--- src/rtl/la_pkg.sv ---
// Shared constants and types for the logic-analyzer trigger controller.
package la_pkg;

   // Default geometry of the downstream capture memory and the probe bus.
   localparam int LA_ADDR_WIDTH = 10;
   localparam int LA_DATA_WIDTH = 72;

   // Trigger qualification modes.
   localparam logic TRIG_MODE_LEVEL  = 1'b0;
   localparam logic TRIG_MODE_RISING = 1'b1;

   // Controller states; the encoding is visible on the state output.
   typedef enum logic [1:0] {
      ST_IDLE      = 2'd0,
      ST_ARMED     = 2'd1,
      ST_TRIGGERED = 2'd2,
      ST_DONE      = 2'd3
   } la_state_e;

endpackage : la_pkg

--- src/rtl/la_trigger_match.sv ---
// Masked pattern comparator with optional rising-edge qualification.
// trig_hit is combinational so the trigger is evaluated on the same cycle
// as the sample that carries it.
module la_trigger_match
   import la_pkg::*;
#(
   parameter int DATA_WIDTH = LA_DATA_WIDTH
) (
   input  logic                  clk,
   input  logic                  reset,
   input  logic                  clear,
   input  logic                  trig_mode,
   input  logic [DATA_WIDTH-1:0] trig_value,
   input  logic [DATA_WIDTH-1:0] trig_mask,
   input  logic [DATA_WIDTH-1:0] in_data,
   input  logic                  in_valid,
   output logic                  trig_hit
);

   logic pattern_eq_s;
   logic match_s;
   logic prev_match_r;

   // Compare the masked sample against the pattern and qualify by mode.
   always_comb begin
      pattern_eq_s = 1'b0;
      match_s      = 1'b0;
      trig_hit     = 1'b0;
      if (((in_data ^ trig_value) & trig_mask) == {DATA_WIDTH{1'b0}}) begin
         pattern_eq_s = 1'b1;
      end else begin
         pattern_eq_s = 1'b0;
      end
      match_s = in_valid & pattern_eq_s;
      if (trig_mode == TRIG_MODE_RISING) begin
         trig_hit = match_s & ~prev_match_r;
      end else begin
         trig_hit = match_s;
      end
   end

   // Remember the match result of the last valid sample; cleared on arming.
   always_ff @(posedge clk) begin
      if (reset) begin
         prev_match_r <= 1'b0;
      end else if (clear) begin
         prev_match_r <= 1'b0;
      end else if (in_valid) begin
         prev_match_r <= pattern_eq_s;
      end else begin
         prev_match_r <= prev_match_r;
      end
   end

endmodule : la_trigger_match

--- src/rtl/la_trigger_ctrl.sv ---
// Trigger/capture qualification FSM feeding the wrapping sample memory.
// sample_cnt mirrors the downstream write pointer, so the value it holds
// when the trigger sample is accepted is that sample's memory address.
module la_trigger_ctrl
   import la_pkg::*;
#(
   parameter int ADDR_WIDTH = LA_ADDR_WIDTH,
   parameter int DATA_WIDTH = LA_DATA_WIDTH
) (
   input  logic                  clk,
   input  logic                  reset,
   input  logic                  arm,
   input  logic                  abort,
   input  logic                  trig_mode,
   input  logic [DATA_WIDTH-1:0] trig_value,
   input  logic [DATA_WIDTH-1:0] trig_mask,
   input  logic [ADDR_WIDTH-1:0] post_count,
   input  logic [DATA_WIDTH-1:0] in_data,
   input  logic                  in_valid,
   output logic [DATA_WIDTH-1:0] capture_data,
   output logic                  capture_trigger,
   output logic                  capture_enable,
   output logic                  capture_reset,
   output logic [1:0]            state,
   output logic [ADDR_WIDTH-1:0] trig_addr,
   output logic                  wrapped,
   output logic                  done
);

   la_state_e             state_r;
   logic [ADDR_WIDTH-1:0] sample_cnt_r;
   logic [ADDR_WIDTH-1:0] remaining_r;
   logic [ADDR_WIDTH-1:0] trig_addr_r;
   logic                  wrapped_r;
   logic                  done_r;
   logic [DATA_WIDTH-1:0] capture_data_r;
   logic                  capture_trigger_r;
   logic                  capture_enable_r;
   logic                  capture_reset_r;

   logic                  accept_s;
   logic                  arm_start_s;
   logic                  trig_hit_s;
   logic                  cnt_max_s;
   logic                  remaining_last_s;
   logic                  post_zero_s;
   logic [ADDR_WIDTH-1:0] cnt_next_s;

   la_trigger_match #(
      .DATA_WIDTH (DATA_WIDTH)
   ) u_match (
      .clk        (clk),
      .reset      (reset),
      .clear      (arm_start_s),
      .trig_mode  (trig_mode),
      .trig_value (trig_value),
      .trig_mask  (trig_mask),
      .in_data    (in_data),
      .in_valid   (in_valid),
      .trig_hit   (trig_hit_s)
   );

   // Decode sample acceptance, arming and counter boundary conditions.
   always_comb begin
      accept_s         = 1'b0;
      arm_start_s      = 1'b0;
      cnt_max_s        = 1'b0;
      remaining_last_s = 1'b0;
      post_zero_s      = 1'b0;
      cnt_next_s       = sample_cnt_r + {{(ADDR_WIDTH-1){1'b0}}, 1'b1};
      if (((state_r == ST_ARMED) || (state_r == ST_TRIGGERED)) && in_valid && !abort) begin
         accept_s = 1'b1;
      end else begin
         accept_s = 1'b0;
      end
      if (((state_r == ST_IDLE) || (state_r == ST_DONE)) && arm && !abort) begin
         arm_start_s = 1'b1;
      end else begin
         arm_start_s = 1'b0;
      end
      if (sample_cnt_r == {ADDR_WIDTH{1'b1}}) begin
         cnt_max_s = 1'b1;
      end else begin
         cnt_max_s = 1'b0;
      end
      if (remaining_r == {{(ADDR_WIDTH-1){1'b0}}, 1'b1}) begin
         remaining_last_s = 1'b1;
      end else begin
         remaining_last_s = 1'b0;
      end
      if (post_count == {ADDR_WIDTH{1'b0}}) begin
         post_zero_s = 1'b1;
      end else begin
         post_zero_s = 1'b0;
      end
   end

   // Capture FSM, write-pointer mirror and registered memory interface.
   always_ff @(posedge clk) begin
      if (reset) begin
         state_r           <= ST_IDLE;
         sample_cnt_r      <= {ADDR_WIDTH{1'b0}};
         remaining_r       <= {ADDR_WIDTH{1'b0}};
         trig_addr_r       <= {ADDR_WIDTH{1'b0}};
         wrapped_r         <= 1'b0;
         done_r            <= 1'b0;
         capture_data_r    <= {DATA_WIDTH{1'b0}};
         capture_trigger_r <= 1'b0;
         capture_enable_r  <= 1'b0;
         capture_reset_r   <= 1'b0;
      end else begin
         // Memory strobes follow the accepted sample by one cycle; the
         // pointer clear lands on the first ARMED cycle, before any write.
         capture_trigger_r <= accept_s;
         capture_enable_r  <= accept_s;
         capture_reset_r   <= arm_start_s;
         if (accept_s) begin
            capture_data_r <= in_data;
            sample_cnt_r   <= cnt_next_s;
         end else begin
            capture_data_r <= capture_data_r;
            sample_cnt_r   <= sample_cnt_r;
         end

         case (state_r)
            ST_IDLE, ST_DONE: begin
               if (abort) begin
                  state_r <= ST_IDLE;
                  done_r  <= 1'b0;
               end else if (arm) begin
                  state_r      <= ST_ARMED;
                  done_r       <= 1'b0;
                  sample_cnt_r <= {ADDR_WIDTH{1'b0}};
                  wrapped_r    <= 1'b0;
               end else begin
                  state_r <= state_r;
                  done_r  <= (state_r == ST_DONE);
               end
            end
            ST_ARMED: begin
               if (abort) begin
                  state_r <= ST_IDLE;
                  done_r  <= 1'b0;
               end else if (accept_s) begin
                  if (cnt_max_s) begin
                     wrapped_r <= 1'b1;
                  end else begin
                     wrapped_r <= wrapped_r;
                  end
                  if (trig_hit_s) begin
                     trig_addr_r <= sample_cnt_r;
                     remaining_r <= post_count;
                     if (post_zero_s) begin
                        state_r <= ST_DONE;
                        done_r  <= 1'b1;
                     end else begin
                        state_r <= ST_TRIGGERED;
                        done_r  <= 1'b0;
                     end
                  end else begin
                     state_r <= ST_ARMED;
                     done_r  <= 1'b0;
                  end
               end else begin
                  state_r <= ST_ARMED;
                  done_r  <= 1'b0;
               end
            end
            ST_TRIGGERED: begin
               if (abort) begin
                  state_r <= ST_IDLE;
                  done_r  <= 1'b0;
               end else if (accept_s) begin
                  remaining_r <= remaining_r - {{(ADDR_WIDTH-1){1'b0}}, 1'b1};
                  if (remaining_last_s) begin
                     state_r <= ST_DONE;
                     done_r  <= 1'b1;
                  end else begin
                     state_r <= ST_TRIGGERED;
                     done_r  <= 1'b0;
                  end
               end else begin
                  state_r <= ST_TRIGGERED;
                  done_r  <= 1'b0;
               end
            end
            default: begin
               state_r <= ST_IDLE;
               done_r  <= 1'b0;
            end
         endcase
      end
   end

   assign state           = state_r;
   assign trig_addr       = trig_addr_r;
   assign wrapped         = wrapped_r;
   assign done            = done_r;
   assign capture_data    = capture_data_r;
   assign capture_trigger = capture_trigger_r;
   assign capture_enable  = capture_enable_r;
   assign capture_reset   = capture_reset_r;

endmodule : la_trigger_ctrl
--- config.mk ---
export PLATFORM = sky130hd
export DESIGN_NAME = la_trigger_ctrl
export DESIGN_NICKNAME = d
export VERILOG_FILES = /design/src/rtl/la_pkg.sv /design/src/rtl/la_trigger_match.sv /design/src/rtl/la_trigger_ctrl.sv
export SDC_FILE = /design/constraint.sdc
export NUM_CORES = 1
export LEC_CHECK = 0
export ABC_AREA = 1
export CAP_MARGIN = 10
export CORE_AREA = 2 2 125 127
export DETAILED_ROUTE_END_ITERATION = 7
export DIE_AREA = 0 0 127 129
export GPL_TIMING_DRIVEN = 0
export PLACE_DENSITY = 0.89
export SYNTH_ARGS = -nofsm -noshare
export SYNTH_HDL_FRONTEND = slang
export SYNTH_SLANG_ARGS = --single-unit
--- constraint.sdc ---
create_clock -name clk -period 3.06 [get_ports clk]
set_clock_uncertainty 0.05 [all_clocks]
set_input_delay 0.612 -clock clk [delete_from_list [all_inputs] [get_ports clk]]
set_output_delay 0.612 -clock clk [all_outputs]
set_load 0.02 [all_outputs]
# Word-level counts from Yosys, hierarchy flattened
# Cells that the tools add are included.
# op_classes
n_eq_ne,14
n_addsub,2
order_cmp,0
n_reduce_logical,17
shifts,0
n_mul,0
n_mux,43
div_mod_pow,0
bitwise_logic,6
# ops
cell,count
two-way mux 10 bit,9
bitwise AND 72 bit,1
zero test 72 bit,1
XOR 72 bit,1
two-way mux 1 bit,23
case mux 10 bit (2 select lines),1
inequality test 2 bit (second input constant),8
two-way mux 2 bit,7
AND reduction 6 bit,2
adder 10 x 1 -> 10 bit (second input constant),1
equality test 10 x 1 -> 1 bit (second input constant),1
equality test 10 bit (second input constant),1
zero test 10 bit,1
subtractor 10 x 1 -> 10 bit (second input constant),1
case mux 2 bit (3 select lines),1
equality test 2 bit (second input constant),2
logical AND 1 bit,4
AND reduction 4 bit,1
nonzero test 2 bit,2
OR reduction 2 bit,2
inequality test 3 bit (second input constant),1
case mux 1 bit (3 select lines),1
bitwise AND 1 bit,2
equality test 2 x 1 -> 1 bit (second input constant),1
other kinds (5),7
# word_totals
out_inout_bits,89
ramBits,0
latchBits,0
word_cells,92
mem_bits_ro,0
ff_bits,109
mem_count,0

# Longest topological paths before layout
# Gate-level depths: netlist (run 1).
# logic_depth
word_depth,11
depth_mapped,14

# Hierarchy
# From an unflattened synthesis (run 1), not the netlist that was laid out.
# hier_totals
cells_unflattened,1029
area_unflattened_um2,6149.6
# by_module_without_submodules
module,seq_area_each_um2,n_inst,cells_per_inst,area_each_um2
la_trigger_ctrl,2162.1,1,586,4271.6
la_trigger_match,20.0,1,443,1878.1

# Worst setup path before layout (run 1)
# Ideal clock, no wire load.
# synth_timing
path_kind,reg2reg
start,register state_r[0] (netlist: state[0])
end,register sample_cnt_r[8]
setup_ps,117
setup_slack_ps,1025
arrival_ps,1868
stages_incl_launch_ff,11
synth_period_minus_slack_ps,2035
path_cell_list,dfxtp_1 -> inv_1 -> ha_1 -> inv_1 -> nand3_2 -> inv_1 -> and3_1 -> and3_1 -> nand4_1 -> xor2_1 -> nor2_1
# synth_between
elab_chain_len,9
word_cells_on_any_way,13
classes_between,3 x eq/ne; 5 x mux; 5 x reduce/logical
# synth_rtl
item,line,rtl
start: declaration,la_trigger_ctrl.sv:30,la_state_e state_r;
start signal: assignment,la_trigger_ctrl.sv:136,state_r <= state_r;
equality test 2 x 1 -> 1 bit or equality test 2 bit (tied branches),la_trigger_ctrl.sv:71,if (((state_r == ST_ARMED) || (state_r == ST_TRIGGERED)) && in_valid && !abort) begin
logical OR 1 bit,la_trigger_ctrl.sv:71,
logical AND 1 bit (2 in series),la_trigger_ctrl.sv:71,
two-way mux 1 bit,la_trigger_ctrl.sv:71,
two-way mux 10 bit,la_trigger_ctrl.sv:117,if (accept_s) begin
two-way mux 10 bit,la_trigger_ctrl.sv:130,end else if (arm) begin
two-way mux 10 bit,la_trigger_ctrl.sv:127,if (abort) begin
two-way mux 10 bit (*),la_trigger_ctrl.sv:125,case (state_r)
end signal: assignment,la_trigger_ctrl.sv:119,sample_cnt_r <= cnt_next_s;
end signal: assignment,la_trigger_ctrl.sv:122,sample_cnt_r <= sample_cnt_r;
end signal: assignment,la_trigger_ctrl.sv:133,sample_cnt_r <= {ADDR_WIDTH{1'b0}};
end: declaration,la_trigger_ctrl.sv:31,logic [ADDR_WIDTH-1:0] sample_cnt_r;
# Mark *: on every way between the ends. The rest lies on a longest branch, timed or not.
# A chain may end at the register's enable or synchronous reset.

# Worst setup path after layout (run 1)
# layout_timing
start,register state_r[0] (netlist: state[0])
end,register capture_data_r[69] (netlist: capture_data[69])
# layout_between
elab_chain_len,5
word_cells_on_any_way,6
classes_between,2 x eq/ne; 1 x mux; 3 x reduce/logical
# layout_rtl
item,line,rtl
equality test 2 x 1 -> 1 bit or equality test 2 bit (tied branches),la_trigger_ctrl.sv:71,
logical OR 1 bit (*),la_trigger_ctrl.sv:71,
logical AND 1 bit (*) (2 in series),la_trigger_ctrl.sv:71,
two-way mux 1 bit (*),la_trigger_ctrl.sv:71,
end signal: assignment,la_trigger_ctrl.sv:107,capture_data_r <= {DATA_WIDTH{1'b0}};
end signal: assignment,la_trigger_ctrl.sv:118,capture_data_r <= in_data;
end signal: assignment,la_trigger_ctrl.sv:121,capture_data_r <= capture_data_r;
end: declaration,la_trigger_ctrl.sv:36,logic [DATA_WIDTH-1:0] capture_data_r;
# Marks and branches as above.

==> results by group, run 1 <==
Critical path
  – Buf/Inv on CP: 5
  – Worst R2R Start: state[0]
  – Slowest stage delay, CP: 0.57 ns
  – Max stage delay cell, worst path: clkbuf_1
  – Critical Path End Type: register
  – WS Path Type: reg -> reg
  – CP Launch Type: register
  – Most frequent CP cell: inv_1
  – Crit path launch: state[0]
  – Critical path's top delay family: buffers and inverters
  – Critical Path AT: 2.87 ns
  – Req. time, crit path: 3.23 ns
  – Crit path cell chain: inv_1 > ha_1 > inv_1 > nand3_2 > inv_1 > clkbuf_1 > clkbuf_1 > a21oi_1
  – Worst-path maximum fanout: 10
  – R2r setup slk: 0.36 ns

Final layout
  – Post-Layout Inst Area: 9540 um^2
  – Fin cells: 1425
  – Area growth syn-to-layout: 64.5%
  – Share of layout cells above drive strength 1: 0.0348
  – Final net count: 1469

Route
  – Starting DRT DRC Count: 483
  – Vias: 7009
  – Final routed DRC violation total: 0
  – Wire length per cell: 15.8 um
  – ANT nets after route: 0
  – Via-to-Cell Ratio: 4.92
  – 1st-pass router iterations: 5
  – Final wirelength: 22500 um

Logic synthesis
  – Synth area leaders: dfxtp_1 (38%), nand2_1 (15%), inv_1 (8.9%)
  – Syn Std Cell Area: 5800 um^2
  – Cell taking the most area after synthesis: dfxtp_1
  – Most frequent cell after synthesis: nand2_1
  – Number of synthesized flops with an enable pin: 0
  – Synth top area share: 0.376
  – Ys async rst share: 0
  – Post-synthesis sequential area ratio: 0.376
  – Synth Area per Inst: 6.44 um^2
  – Seq cells post-synth: 109
  – Synth cell types: 36
  – Syn Inst Count: 900
  – Top_reg_cell synth: dfxtp_1
  – Commonest cells post-synth: nand2_1 (230), inv_1 (138), dfxtp_1 (109)
  – Syn Nets: 1138
  – Syn. warnings: 0

Floorplan
  – Die Y: 129 um
  – Core box area: 15000 um^2
  – IO Pins: 321
  – Die W: 127 um
  – Total die area: 16400 um^2
  – # rows: 45
  – Starting Density: 0.387

Global routing
  – Met1 Usage GRT: 0.310
  – Gr busiest metal: met2
  – Vias in the first global route: 7003
  – Grt met3 use: 0.0794
  – Initial antenna violation count: 1
  – Met2 Track Usage GR: 0.475
  – First-pass GRT wire length: 34800 um
  – Tot GR Track Use: 0.271
  – Gr ovfl total: 0
  – Largest net degree at the start of global routing: 21

STA
  – Final slew viol count: 0
  – Endpoints failing hold: 0
  – Slew margin rel.: 0.552
  – Setup WS post-layout: 0.365 ns
  – Fmax: 371 MHz
  – Setup TNS Final: 0 ns
  – Least-Margin Pin Slew: 0.672 ns
  – RSZ-0062 raised after global routing: false
  – Final Cycle Share: 0.881
  – Final setup violation count: 0
  – Minimum clock period: 2.70 ns

Power
  – PD cells: 347 nW/um^2
  – VDD IR max: 256 uV
  – Leakage: 4.17 nW

Clocking
  – Setup Fix Bufs, Post-CTS: 0
  – Clk_lat worst skew: 0.36 ns
  – Post_cts resized: 0
  – CTS sink count: 109
  – Clock Tree Buf Depth: 2
  – CTS buffer count: 9
  – CTS tree: done
  – Clock root cell: clkbuf_16
  – Clock transition at path regs: 0.08 ns
  – CTS Hold Bufs: 0
  – H-tree Lvls: 3

Flow run
  – Max-Cap Viols: 0

Placement
  – Final GP Congestion: 0.887
  – Final HPWL DP: 18100 um
  – Placed cells: 1408
  – I/O Buffers: 320
  – DP Worst Slack: 0.0217 ns
  – Placement Cell Area: 9240 um^2

Min path
  – HP Class: reg -> reg
  – HP Start: trig_addr[0]

Outcome
  – Outcome: finished clean
## cell usage in the layout, fill, tap and decap left out, types with 3 or more instances in the layout
| master | n |
|---|---|
| nand3_1 | 71 |
| dfxtp_1 | 109 |
| clkdlybuf4s50_1 | 320 |
| ha_1 | 6 |
| a21oi_1 | 84 |
| or2_1 | 14 |
| buf_1 | 3 |
| nand2_1 | 230 |
| clkbuf_1 | 22 |
| o21ai_1 | 11 |
| nor2_1 | 84 |
| buf_2 | 4 |
| clkbuf_16 | 9 |
| o21ai_0 | 64 |
| xor2_1 | 7 |
| nor3_1 | 7 |
| a211oi_2 | 10 |
| nand4_1 | 11 |
| inv_1 | 138 |
| inv_8 | 3 |
## routing by layer
layer	up-vias	wire length, um
li1	3526	-
met1	3128	8820
met2	308	11000
met3	47	1930
met4	0	762
met5	-	0
## flip-flops by register name, summed over array words and instances, names as in the netlist
| signal | count |
|---|---|
| state | 2 |
| wrapped | 1 |
| capture_data | 72 |
| trig_addr | 10 |
| u_match.prev_match_r | 1 |
| capture_reset | 1 |
| done | 1 |
| capture_enable | 1 |
| remaining_r | 10 |
| sample_cnt_r | 10 |
## cell families after synthesis
family,synth area share
compound gates,0.164
xor+xnor,0.0136
fa+ha+maj,0.0130
buf+inv,0.115
flops,0.376
simple gates,0.318
## path summary, 6_finish.rpt
path,end,cells past startpoint
worst max-delay path,capture_data[69],8
worst max register to register,capture_data[69],8
worst min-delay path,trig_addr[0],2
worst min register to register,trig_addr[0],2
## where the power goes
part | total [mW] | internal, mW | switching (mW)
clock network | 1.20 | 0.599 | 0.602
registers | 1.45 | 1.44 | 0.0126
logic | 0.658 | 0.380 | 0.277
total | 3.31 | 2.42 | 0.892
## worst reg2reg max path, delay by kind of cell, from the launching register on
kind,cells,cell delay [ns]
and+or+nand+nor,1,0.15
buffers and inverters,5,1.51
AOI/OAI and AO/OA,1,0.16
adders and majority gates,1,0.28
DFF,1,0.42
## stage by stage
stage | hold WS, ns | utilization | power (mW)
after floorplan | 0.403 | - | 1.70
after global placement | 0.401 | 0.617 | 2.13
after detailed placement | 0.406 | 0.617 | 2.14
after CTS | 0.416 | 0.637 | 3.33
after global routing | 0.436 | 0.637 | 3.45
final | 0.416 | 0.637 | 3.31
## layout make-up
cell class,count,area (um^2)
inverter,140,526
buffer,32,144
sequential,109,2180
fill,1289,5440
antenna,1,2.50
tap,188,235
clock inverter,6,58.8
multi-input combinational,619,2950
clock buffer,10,239
timing repair buffer,320,3200
No activity file was read; power rests on OpenSTA's default activity.
==> run 2, diff against run 1 <==
- CORE_AREA: 2 2 125 127 -> 2 2 123 125
- DIE_AREA: 0 0 127 129 -> 0 0 125 127
- PLACE_DENSITY: 0.89 -> 0.94
- SYNTH_HIERARCHICAL: default -> 1
==> run 2 against run 1 <==
Power increased by 2.3%. Core utilization is 5.3 points higher. Sequential cell count stayed put. Critical path type is now in -> reg. Non-clock buffer count grew 4. Worst setup slack got worse by 0.16 ns. Cell area grew 4.3%. Highest routed layer unchanged. Global-route usage rose by 4.5 points. First-iteration DRC count grew 5.8%. Clock power is essentially flat. Register-to-register slack gained 0.32 ns. Hold slack improved by 0.0017 ns.
==> results by group, run 2 <==
Global routing
  – Tot GR Track Use: 0.316
  – Initial antenna violation count: 2
  – Vias in the first global route: 7663
  – First-pass GRT wire length: 39400 um
  – Gr ovfl total: 0
  – Largest net degree at the start of global routing: 22

Power
  – Leakage: 4.16 nW
  – VDD IR max: 423 uV
  – Switching Share: 0.289
  – Clock power share: 0.361
  – Sequential Power Share: 0.426
  – Switching pwr: 0.979 mW
  – Internal power: 2.41 mW
  – PD cells: 341 nW/um^2
  – Combinational share of power: 0.214

Logic synthesis
  – Post-synthesis sequential area ratio: 0.355
  – Synth Area in XOR/XNOR: 0.00855
  – Synth cell types: 30
  – Synth Area per Inst: 5.98 um^2
  – Top_reg_cell synth: dfxtp_1
  – Syn Nets: 1267
  – Simple-Gate Fraction of Synth Area: 0.417
  – Commonest cells post-synth: nand2_1 (387), nor2_1 (129), dfxtp_1 (109)
  – Syn Std Cell Area: 6150 um^2
  – Ys async rst share: 0
  – Most frequent cell after synthesis: nand2_1
  – Syn Inst Count: 1029
  – Compound-Gate Fraction of Synth Area: 0.119
  – Multiplexer share of the synthesized area: 0
  – Number of synthesized flops with an enable pin: 0
  – Cell taking the most area after synthesis: dfxtp_1
  – Seq cells post-synth: 109
  – Synth area leaders: dfxtp_1 (35%), nand2_1 (24%), a21oi_1 (7.9%)
  – Synth top area share: 0.355
  – Main combinational cell family by area after synthesis: simple AND/OR/NAND/NOR gates
  – Post-synthesis adder-cell area fraction: 0.0122
  – Syn. warnings: 6

STA
  – Final Cycle Share: 0.932
  – Final setup violation count: 0
  – Slew margin rel.: 0.567
  – Final slew viol count: 0
  – Setup TNS Final: 0 ns
  – Minimum clock period: 2.85 ns
  – Least-Margin Pin Slew: 0.650 ns
  – Endpoints failing hold: 0
  – Fmax: 351 MHz

Floorplan
  – Die W: 125 um
  – Die Y: 127 um
  – Total die area: 15900 um^2
  – Core box area: 14400 um^2
  – # rows: 44
  – IO Pins: 321
  – Starting Density: 0.426

Final layout
  – Filler Cell Count: 1215
  – Share of layout cells above drive strength 1: 0.0321
  – Area growth syn-to-layout: 61.6%
  – Max reg flops: 72
  – Final net count: 1602
  – Commonest non-fill, non-tap cells in the layout: nand2_1 (386), clkdlybuf4s50_1 (320), nor2_1 (128)
  – Most common cell after layout, fill and taps aside: nand2_1
  – Post-Layout Inst Area: 9940 um^2
  – Final Core Density: 0.689

Critical path
  – WS Path Type: in -> reg
  – CP Launch Type: primary input
  – Critical Path AT: 3.10 ns
  – Worst-path maximum fanout: 10
  – Req. time, crit path: 3.31 ns
  – R2r setup slk: 0.68 ns
  – Critical Path End Type: register

Route
  – Wire length per cell: 16.8 um
  – ANT nets after route: 0
  – 1st-pass router iterations: 5
  – Starting DRT DRC Count: 511
  – Via-to-Cell Ratio: 5.11
  – Vias: 7947
  – Final routed DRC violation total: 0
  – Final wirelength: 26100 um

Clocking
  – Clock transition at path regs: 0.08 ns
  – CTS tree: done
  – Clk_lat worst skew: 0.37 ns
  – CTS sink count: 109
  – Clock Tree Buf Depth: 2
  – Clock root cell: clkbuf_16
  – H-tree Lvls: 3
  – CTS buffer count: 9

Placement
  – Final HPWL DP: 21200 um
  – Final GP Congestion: 0.957
  – I/O Buffers: 320
  – Placement Cell Area: 9580 um^2

Outcome
  – Outcome: finished clean

Min path
  – HP Class: reg -> reg

Flow run
  – Max-Cap Viols: 0
[run 2: changes by cell type after synthesis, moves of 5 or more]
cell,change
nand2_1,+157
a31oi_1,+5
o21ai_0,-31
inv_1,-30
a211oi_2,-10
a21oi_1,+13
o21ai_1,-7
nor2_1,+45
nand3_1,-10
or2_0,+5
[run 2: layout make-up]
class / instances / area (um^2) / area share
Tap cell: 184 / 230 / 0.0232
Antenna cell: 2 / 5.00 / 0.000503
Timing Repair Buffer: 324 / 3230 / 0.325
Inverter: 109 / 409 / 0.0412
Clock buffer: 9 / 225 / 0.0227
Multi-Input combinational cell: 779 / 3440 / 0.346
Sequential cell: 109 / 2180 / 0.220
Buffer: 32 / 141 / 0.0142
Clock inverter: 7 / 71.3 / 0.00717
[run 2: per-layer routing]
| metal | vias to the layer above | track usage | routed length [um] |
|---|---|---|---|
| met5 | - | 0 | 0 |
| met4 | 0 | 0.143 | 1010 |
| met3 | 70 | 0.0846 | 2240 |
| met2 | 371 | 0.567 | 12800 |
| met1 | 3588 | 0.352 | 10000 |
| li1 | 3918 | - | - |
[run 2: cells by family after synthesis]
logic type	after synthesis
simple gates	624
compound gates	143
buf+inv	141
flops	109
xor+xnor	6
fa+ha+maj	6
[run 2: worst paths after layout]
path	from	endpoint	depth (start not counted)
setup / recovery	in_data[51]	remaining_r[6]	16
hold / removal	capture_data[67]	capture_data[67]	2
setup reg to reg	state[0]	capture_data[11]	6
hold reg to reg	capture_data[67]	capture_data[67]	2
[run 2: timing repair]
item,CTS,global route
hold buffers,0,0
setup endpoints to repair,0,18
gates resized for setup,0,9
setup buffers,0,4
[run 2: critical path, cell delays in order]
cell             delay [ns]
clkdlybuf4s50_1        0.51
nand2_1                0.07
nand3_1                0.15
o21ai_0                0.11
nor2_1                 0.18
nand3_1                0.15
nor2_2                 0.14
nand3_2                0.10
nor3_4                 0.25
nand2_2                0.11
o21ai_1                0.11
nand2_2                0.13
inv_2                  0.14
buf_6                  0.15
nand2_1                0.07
a21oi_1                0.13
[run 2: power by group through the flow]
stage                     Combinational (mW)  Sequential [mW]  Clock, mW
final                                  0.723             1.44       1.22
after global placement                 0.698             1.47          0
after detailed placement               0.711             1.48          0
after global routing                   0.785             1.44       1.28
after floorplan                        0.233             1.49          0
after CTS                              0.715             1.44       1.23
[run 2: per-stage QoR]
step | cells | power (mW) | setup slack, ns | hold slack [ns]
CTS | 1549 | 3.39 | 0.113 | 0.417
floorplan | 1029 | 1.73 | 0.829 | 0.393
global placement | 1533 | 2.17 | -0.263 | 0.401
finish | 1555 | 3.39 | 0.208 | 0.417
detailed placement | 1533 | 2.19 | -0.267 | 0.406
global route | 1555 | 3.51 | -0.00522 | 0.434
==> run 3, diff against run 2 <==
- CORE_AREA: 2 2 123 125 -> default
- CORE_MARGIN: default -> 4
- CORE_UTILIZATION: default -> 43
- DIE_AREA: 0 0 125 127 -> default
- PLACE_DENSITY: 0.94 -> 0.95
==> run 3 against run 2 <==
Cell area is 0.19% lower. Sequential cell count stayed put. Core utilization is 2.3 points higher. Power is 1.3% lower. Clock-buffer cell count stayed put. Clock power is 4% lower. Fmax is 1.0% higher. Critical path type unchanged.
==> results by group, run 3 (synthesis gave the netlist of run 2 again) <==
Outcome
  – Outcome: finished clean

Final layout
  – Filler Cell Count: 1110
  – Most common cell after layout, fill and taps aside: nand2_1
  – Commonest non-fill, non-tap cells in the layout: nand2_1 (386), clkdlybuf4s50_1 (320), nor2_1 (129)
  – Max reg flops: 72
  – Final Core Density: 0.712
  – Share of layout cells above drive strength 1: 0.0307
  – Area growth syn-to-layout: 61.3%
  – Final net count: 1601
  – Fin cells: 1551

Placement
  – Final GP Congestion: 0.957
  – Final HPWL DP: 21800 um
  – I/O Buffers: 320
  – Placed cells: 1529

Clocking
  – CTS tree: done
  – CTS sink count: 109
  – Clock root cell: clkbuf_16
  – Clk_lat worst skew: 0.36 ns
  – CTS buffer count: 9
  – CTS Hold Bufs: 0
  – Clock transition at path regs: 0.08 ns
  – Clock Tree Buf Depth: 2
  – H-tree Lvls: 3

Critical path
  – Slowest stage delay, CP: 0.47 ns
  – Worst flop-to-flop path endpoint: capture_data[17]
  – Max stage delay cell, worst path: clkdlybuf4s50_1
  – Worst R2R Start: state[0]
  – Critical Path AT: 3.06 ns
  – Critical Path End Type: register
  – CP Launch Type: primary input
  – Worst r2r path cells: 6
  – R2r setup slk: 0.64 ns
  – Crit path cell chain: clkdlybuf4s50_1 > or2_0 > nand3_1 > nand2_1 > nor2_1 > nand3b_1 > nor2_1 > nand3_1 > nor3_4 > nand2_2 > o21ai_1 > nand2_2 > inv_2 > buf_4 > o21ai_1 > a31oi_1
  – WS Path Type: in -> reg
  – Req. time, crit path: 3.30 ns
  – Buf/Inv on CP: 3
  – Critical path's top delay family: simple AND/OR/NAND/NOR gates
  – Worst-path maximum fanout: 10

STA
  – Minimum clock period: 2.82 ns
  – Setup TNS Final: 0 ns
  – Endpoints failing hold: 0
  – Fmax: 354 MHz
  – Least-Margin Pin Slew: 0.707 ns
  – Final setup violation count: 0
  – Slew margin rel.: 0.529
  – Final Cycle Share: 0.923
  – Final slew viol count: 0
  – WHS: 0.417 ns

Floorplan
  – Die Y: 128 um
  – Starting Density: 0.441
  – # rows: 43
  – Core box area: 13900 um^2
  – IO Pins: 321
  – Total die area: 16300 um^2
  – Die W: 128 um

Global routing
  – Initial antenna violation count: 4
  – Largest net degree at the start of global routing: 21
  – Vias in the first global route: 7765
  – First-pass GRT wire length: 40000 um
  – Tot GR Track Use: 0.316
  – Gr ovfl total: 0

Min path
  – HP Class: reg -> reg
  – HP Start: capture_data[7]
  – Hold path endpoint: capture_data[7]
  – Depth of the worst hold-timing path: 2

Flow run
  – Max-Cap Viols: 0

Power
  – Final Power: 3.34 mW
  – VDD IR max: 418 uV
  – Leakage: 4.16 nW
  – PD cells: 337 nW/um^2

Route
  – Final wirelength: 26700 um
  – Via-to-Cell Ratio: 5.20
  – 1st-pass router iterations: 7
  – Final routed DRC violation total: 0
  – ANT nets after route: 0
  – Vias: 8058
  – Starting DRT DRC Count: 746
  – Wire length per cell: 17.2 um
## run 3: power by group
part | total, mW | internal [mW] | leakage (nW) | switching (mW)
registers | 1.44 | 1.43 | 0.879 | 0.00956
clock network | 1.17 | 0.575 | 0.143 | 0.599
logic | 0.726 | 0.389 | 3.13 | 0.337
total | 3.34 | 2.40 | 4.16 | 0.945
## run 3: tightest hold or removal path: stages (launching register included)
cell and delay [ns]:
dfxtp_1 0.31, nand2_1 0.06, a21oi_1 0.05
## run 3: how the worst max path moves through the flow
stage,from,to,slack [ns],cells after the start
detailed placement,in_data[5],remaining_r[0],-0.29,16
CTS,in_data[5],remaining_r[0],0.08,16
global route,in_data[33],remaining_r[8],-0.01,16
finish,in_data[44],remaining_r[0],0.24,16
global placement,in_data[5],remaining_r[9],-0.26,17
floorplan,trig_value[68],remaining_r[3],0.83,15
## run 3: stage by stage
stage	instance area (um^2)	worst slack, ns
final	9920	0.237
after CTS	9870	0.0827
after floorplan	6150	0.829
after global routing	9920	-0.0113
after global placement	9580	-0.260
after detailed placement	9580	-0.291
## run 3: cell type report
type	instances	area, um^2	area share
Antenna cell	3	7.51	0.000757
Inverter	109	409	0.0412
Timing Repair Buffer	323	3230	0.325
Buffer	32	138	0.0139
Sequential cell	109	2180	0.220
Clock buffer	9	225	0.0227
Clock inverter	7	68.8	0.00694
Multi-Input combinational cell	779	3440	0.347
Tap cell	180	225	0.0227
## run 3: metal layers
layer  GRT usage  wire, um
met1       0.355      9930
met2       0.565     13400
met3      0.0798      2250
met4       0.140      1160
met5           0        13
## run 3: repair_timing
| item | in CTS | in global routing |
|---|---|---|
| buffers inserted | 0 | 3 |
| setup endpoints to repair | 0 | 19 |
| gates resized for setup | 0 | 7 |
